**config.mk**
```make
export PLATFORM = sky130hd
export DESIGN_NAME = display_scan_ctrl
export DESIGN_NICKNAME = d
export VERILOG_FILES = /design/src/rtl/display_scan_ctrl.sv
export SDC_FILE = /design/constraint.sdc
export NUM_CORES = 1
export LEC_CHECK = 0
export BUFFER_PORTS_ARGS = -buffer_cell sky130_fd_sc_hd__buf_2
export CAP_MARGIN = 0
export CELL_PAD_IN_SITES_DETAIL_PLACEMENT = 0
export CELL_PAD_IN_SITES_GLOBAL_PLACEMENT = 1
export CORE_ASPECT_RATIO = 0.8
export CORE_MARGIN = 2
export CORE_UTILIZATION = 43
export DETAILED_ROUTE_END_ITERATION = 16
export PLACE_DENSITY_LB_ADDON = 0.1
export SLEW_MARGIN = 25
export SYNTH_ARGS = -nofsm -noshare
export SYNTH_HDL_FRONTEND = slang
export SYNTH_SLANG_ARGS = --single-unit
```
**constraint.sdc**
```tcl
create_clock -name clk -period 3.18 [get_ports clk]
set_input_delay 0.318 -clock clk [delete_from_list [all_inputs] [get_ports clk]]
set_output_delay 0.318 -clock clk [all_outputs]
set_load 0.005 [all_outputs]
```
**src/rtl/display_scan_ctrl.sv**
```systemverilog
// Scan sequencer for a 4-digit multiplexed 7-segment display: blanked digit slots,
// per-slot BCD latch and decode, frame-based blinking. All outputs registered.
module display_scan_ctrl #(
  parameter int SCAN_DIV     = 50000,
  parameter int BLANK_CYC    = 16,
  parameter int BLINK_FRAMES = 64
) (
  input  logic        clk,
  input  logic        rst_n,
  input  logic        enable,
  input  logic [15:0] digits_bcd,
  input  logic [3:0]  blink_mask,
  input  logic [3:0]  dp_mask,
  output logic [3:0]  selector,
  output logic [6:0]  seg,
  output logic        dp,
  output logic [1:0]  scan_idx,
  output logic        frame_tick
);

  localparam int SHOW_CYC = SCAN_DIV - BLANK_CYC;
  localparam int CNT_W    = (SCAN_DIV > 2) ? $clog2(SCAN_DIV) : 1;
  localparam int FRM_W    = $clog2(BLINK_FRAMES + 1);

  typedef enum logic {
    ST_BLANK = 1'b0,
    ST_SHOW  = 1'b1
  } state_t;

  state_t             state_r, state_s;
  logic [CNT_W-1:0]   cnt_r, cnt_s;
  logic [1:0]         idx_r, idx_s;
  logic [FRM_W-1:0]   frame_cnt_r, frame_cnt_s;
  logic               blink_phase_r, blink_phase_s;
  logic [3:0]         lat_nib_r, lat_nib_s;
  logic               lat_dp_r, lat_dp_s;
  logic               lat_blink_r, lat_blink_s;
  logic               wrap_s;
  logic [3:0]         selector_r, selector_s;
  logic [6:0]         seg_r, seg_s;
  logic               dp_r, dp_s;
  logic               frame_tick_r;

  // Active-low segment pattern {a,b,c,d,e,f,g}; codes 10-15 render blank.
  function automatic logic [6:0] bcd_to_seg(input logic [3:0] nib);
    logic [6:0] pat;
    case (nib)
      4'd0:    pat = 7'h01;
      4'd1:    pat = 7'h4F;
      4'd2:    pat = 7'h12;
      4'd3:    pat = 7'h06;
      4'd4:    pat = 7'h4C;
      4'd5:    pat = 7'h24;
      4'd6:    pat = 7'h20;
      4'd7:    pat = 7'h0F;
      4'd8:    pat = 7'h00;
      4'd9:    pat = 7'h04;
      default: pat = 7'h7F;
    endcase
    return pat;
  endfunction

  // Next-state: slot sequencing, digit latch, frame/blink bookkeeping.
  always_comb begin
    state_s       = state_r;
    cnt_s         = cnt_r;
    idx_s         = idx_r;
    frame_cnt_s   = frame_cnt_r;
    blink_phase_s = blink_phase_r;
    lat_nib_s     = lat_nib_r;
    lat_dp_s      = lat_dp_r;
    lat_blink_s   = lat_blink_r;
    wrap_s        = 1'b0;
    if (!enable) begin
      state_s       = ST_BLANK;
      cnt_s         = '0;
      idx_s         = 2'd0;
      frame_cnt_s   = '0;
      blink_phase_s = 1'b0;
    end else begin
      case (state_r)
        ST_BLANK: begin
          if (cnt_r == CNT_W'(BLANK_CYC - 1)) begin
            state_s     = ST_SHOW;
            cnt_s       = '0;
            lat_nib_s   = digits_bcd[{idx_r, 2'b00} +: 4];
            lat_dp_s    = dp_mask[idx_r];
            lat_blink_s = blink_mask[idx_r];
          end else begin
            cnt_s = cnt_r + CNT_W'(1);
          end
        end
        ST_SHOW: begin
          if (cnt_r == CNT_W'(SHOW_CYC - 1)) begin
            state_s = ST_BLANK;
            cnt_s   = '0;
            idx_s   = idx_r + 2'd1;
            wrap_s  = (idx_r == 2'd3);
          end else begin
            cnt_s = cnt_r + CNT_W'(1);
          end
        end
        default: begin
          state_s = ST_BLANK;
          cnt_s   = '0;
        end
      endcase
      // A wrap and a blink toggle may coincide; both apply on the same edge.
      if (wrap_s) begin
        if (frame_cnt_r == FRM_W'(BLINK_FRAMES - 1)) begin
          frame_cnt_s   = '0;
          blink_phase_s = ~blink_phase_r;
        end else begin
          frame_cnt_s = frame_cnt_r + FRM_W'(1);
        end
      end else begin
        frame_cnt_s = frame_cnt_r;
      end
    end
  end

  // Output pre-decode from next-state so the pins change on the same edge as the state.
  always_comb begin
    selector_s = 4'b1111;
    seg_s      = 7'h7F;
    dp_s       = 1'b1;
    if (state_s == ST_SHOW) begin
      selector_s = ~(4'b0001 << idx_s);
      if (blink_phase_s && lat_blink_s) begin
        seg_s = 7'h7F;
        dp_s  = 1'b1;
      end else begin
        seg_s = bcd_to_seg(lat_nib_s);
        dp_s  = ~lat_dp_s;
      end
    end else begin
      selector_s = 4'b1111;
    end
  end

  // State, latch and output registers.
  always_ff @(posedge clk or negedge rst_n) begin
    if (!rst_n) begin
      state_r       <= ST_BLANK;
      cnt_r         <= '0;
      idx_r         <= 2'd0;
      frame_cnt_r   <= '0;
      blink_phase_r <= 1'b0;
      lat_nib_r     <= 4'd0;
      lat_dp_r      <= 1'b0;
      lat_blink_r   <= 1'b0;
      selector_r    <= 4'b1111;
      seg_r         <= 7'h7F;
      dp_r          <= 1'b1;
      frame_tick_r  <= 1'b0;
    end else begin
      state_r       <= state_s;
      cnt_r         <= cnt_s;
      idx_r         <= idx_s;
      frame_cnt_r   <= frame_cnt_s;
      blink_phase_r <= blink_phase_s;
      lat_nib_r     <= lat_nib_s;
      lat_dp_r      <= lat_dp_s;
      lat_blink_r   <= lat_blink_s;
      selector_r    <= selector_s;
      seg_r         <= seg_s;
      dp_r          <= dp_s;
      frame_tick_r  <= wrap_s;
    end
  end

  assign selector   = selector_r;
  assign seg        = seg_r;
  assign dp         = dp_r;
  assign scan_idx   = idx_r;
  assign frame_tick = frame_tick_r;

endmodule
```
==> run summary <==
largest net degree at the start of global routing: 47
Die H: 70.5 µm
full die area: 6130 µm²
CTS H-tree depth: 2
reg-to-reg slack, setup: 0.61 ns
final wirelength: 4.58 mm
HPWL Detailed: 3.28 mm
port buffer count: 41
ANT cells: 0
wire per inst: 14.0 µm
Crit Path Max Fanout: 10
Yosys top cell area share: 35.8%
die width: 87.1 µm
critical path type: flip-flop to flip-flop
outcome: complete, no violations
Hold Worst Slack: 0.0148 ns
Hold Violations, Final: 0
vias in the first global route: 1644
FMAX: 0.390 GHz
CTS tree: done
DRC violations left: 0
CP Capture Type: flip-flop
Longest Clk Path Bufs: 2
global route overflow: 0
Tcrit/Tclk final: 80.7%
row count: 24
Yosys cell types: 42
layout cells sized above 1: 30.5%
maximum VDD drop: 172 µV
area leader, netlist: dfrtp_1
Static Leak: 1.22 nW
r2r endpoint: seg[6]
Clk Latency, worst-skew pair: 0.30 ns
CTS clk-pin slew, worst paths: 0.09 ns
top post-synthesis cells by area: dfrtp_1, dfstp_2, nor2_1, mux4_2, xor2_1
Clk Tree Root Cell: clkbuf_8
io pins: 42
initial DRC count: 82
CP required: 3.39 ns
first-pass GRT wire length: 7.65 mm
Routed Antenna Nets: 0
Synth async-reset ratio: 100%
synthesized flop and latch total: 46
RSZ-0062 raised after global routing: false
global router's overall resource usage: 15.9%
Post-CTS Setup Inserts: 0
# clock sinks: 46
TritonCTS Buffers: 5
Post-Syn Area per Cell: 10.9 µm²
Initial Utilization: 44.2%
total nets after synthesis: 252
Synth Flop Type: dfrtp_1
Post-CTS Hold Buffers: 0
core area: 5380 µm²
setup_tns: 0 ns
DR vias/cell: 5.26
worst r2r src: cnt_r[5]
post-layout min period: 2.57 ns
Max Cap Viol: 0
Mapped Area: 2370 µm²
nets@finish: 296
Seq/Total Area, Yosys: 49.1%
initial antenna violation count: 0
FF-to-FF path depth: 7
Final Setup Violations: 0
crit path launch type: flip-flop
Worst EP arrival: 2.77 ns
vias: 1720
synth warn: 0
synthesis-to-finish area growth: 16.0%
Resized Gates After CTS: 0
GPL Wtd Cong: 0.790
Fin Clk Skew: 0.0124 ns
pwr dens: 390 nW/µm²
Max Slew Vio Count: 0
cell count after synthesis: 217
worst slew pin tran: 0.586 ns
Worst Hold Class: primary input to asynchronous set/reset pin
max_slew headroom: 61.0%
DRT Pass-1 Iters: 4
EDFF count, synth: 0
-- stage by stage --
step	instance area (µm²)	setup WS [ns]	std cells	utilization, %	total power, W
after floorplan	2370	0.737	217	-	0.000621
after global routing	2750	0.429	327	51.2	0.00111
after global placement	2640	0.661	319	49.1	0.000654
final	2750	0.613	327	51.2	0.00107
after CTS	2750	0.626	327	51.2	0.00109
after detailed placement	2640	0.623	319	49.1	0.000654
-- area by class of cell --
| type | instances | area [µm²] |
|---|---|---|
| Fill cell | 496 | 2620 |
| Sequential cell | 46 | 1170 |
| Multi-Input combinational cell | 153 | 1130 |
| Timing Repair Buffer | 43 | 223 |
| Tap cell | 65 | 81.3 |
| Clock buffer | 6 | 72.6 |
| Inverter | 12 | 45.0 |
| Clock inverter | 2 | 37.5 |
-- worst max path at each step --
| stage | startpoint | endpoint | slack [ns] | cells after the start |
|---|---|---|---|---|
| global route | cnt_r[5] | seg[0] | 0.43 | 7 |
| global placement | cnt_r[4] | seg[3] | 0.66 | 7 |
| floorplan | cnt_r[4] | seg[3] | 0.74 | 8 |
| CTS | cnt_r[5] | seg[6] | 0.63 | 7 |
| detailed placement | cnt_r[4] | seg[6] | 0.62 | 7 |
| finish | cnt_r[5] | seg[6] | 0.61 | 7 |
-- synthesized netlist by cell type, drive strengths merged (3+ instances only) --
cell and count:
dfrtp 34, xnor2 6, mux4 6, nor2 38, nand3 16, nand2 8
mux2i 5, nand4 3, inv 12, ha 8, nor4 3, or3 5
o211ai 3, and2 3, a21oi 4, dfstp 12, xor2 12, o21ai 6
mux2 3, buf 5, and3 4
-- sequential cells by signal (all words and copies together), names as in the netlist --
| name | flops |
|---|---|
| blink_phase_r | 1 |
| frame_cnt_r | 7 |
| lat_blink_r | 1 |
| frame_tick | 1 |
| cnt_r | 16 |
| dp | 1 |
| scan_idx | 2 |
| lat_nib_r | 4 |
| state_r | 1 |
| seg | 7 |
| lat_dp_r | 1 |
| selector | 4 |
-- critical path, cell delays in order (launching register included) --
cell      delay [ns]
dfrtp_1         0.42
or4_4           0.55
nor4_4          0.32
buf_4           0.23
mux2i_1         0.44
inv_1           0.18
o21bai_1        0.21
o211ai_1        0.12
-- cell usage in the layout (no fill, tap or decap), drive strengths merged, types with 8 or more instances in the layout --
cell,instances
buf,43
nor2,38
dfrtp,34
nand3,16
inv,12
xor2,12
dfstp,12
nand2,8
ha,8
-- layer usage --
| metal | track usage (%) | up-vias | routed length (µm) | part of all wire [%] |
|---|---|---|---|---|
| met5 | 0 | - | 0 | 0 |
| met4 | 4.17 | 0 | 38 | 0.83 |
| met3 | 3.78 | 5 | 315 | 6.9 |
| met2 | 23.1 | 53 | 1950 | 43 |
| met1 | 23.7 | 818 | 2270 | 50 |
| li1 | - | 844 | - | - |
-- power breakdown --
part,switching [W],internal (W),leakage [nW],total (W)
clock,0.000197,0.000235,0.0514,0.000432
combinational,0.0000291,0.0000218,0.572,0.0000509
sequential,0.00000344,0.000588,0.599,0.000592
-- cell families after synthesis --
kind of cell             count (synthesis)  synth area share, %
AO/OA/AOI/OAI                           22                 7.01
XOR/XNOR                                18                 6.64
adder cells (fa/ha/maj)                  8                 4.22
flip-flops                              46                 49.1
buffers and inverters                   18                 3.32
multiplexers                            14                 9.23
AND/OR/NAND/NOR                         91                 20.5
Power figures use the tool's default switching activity.
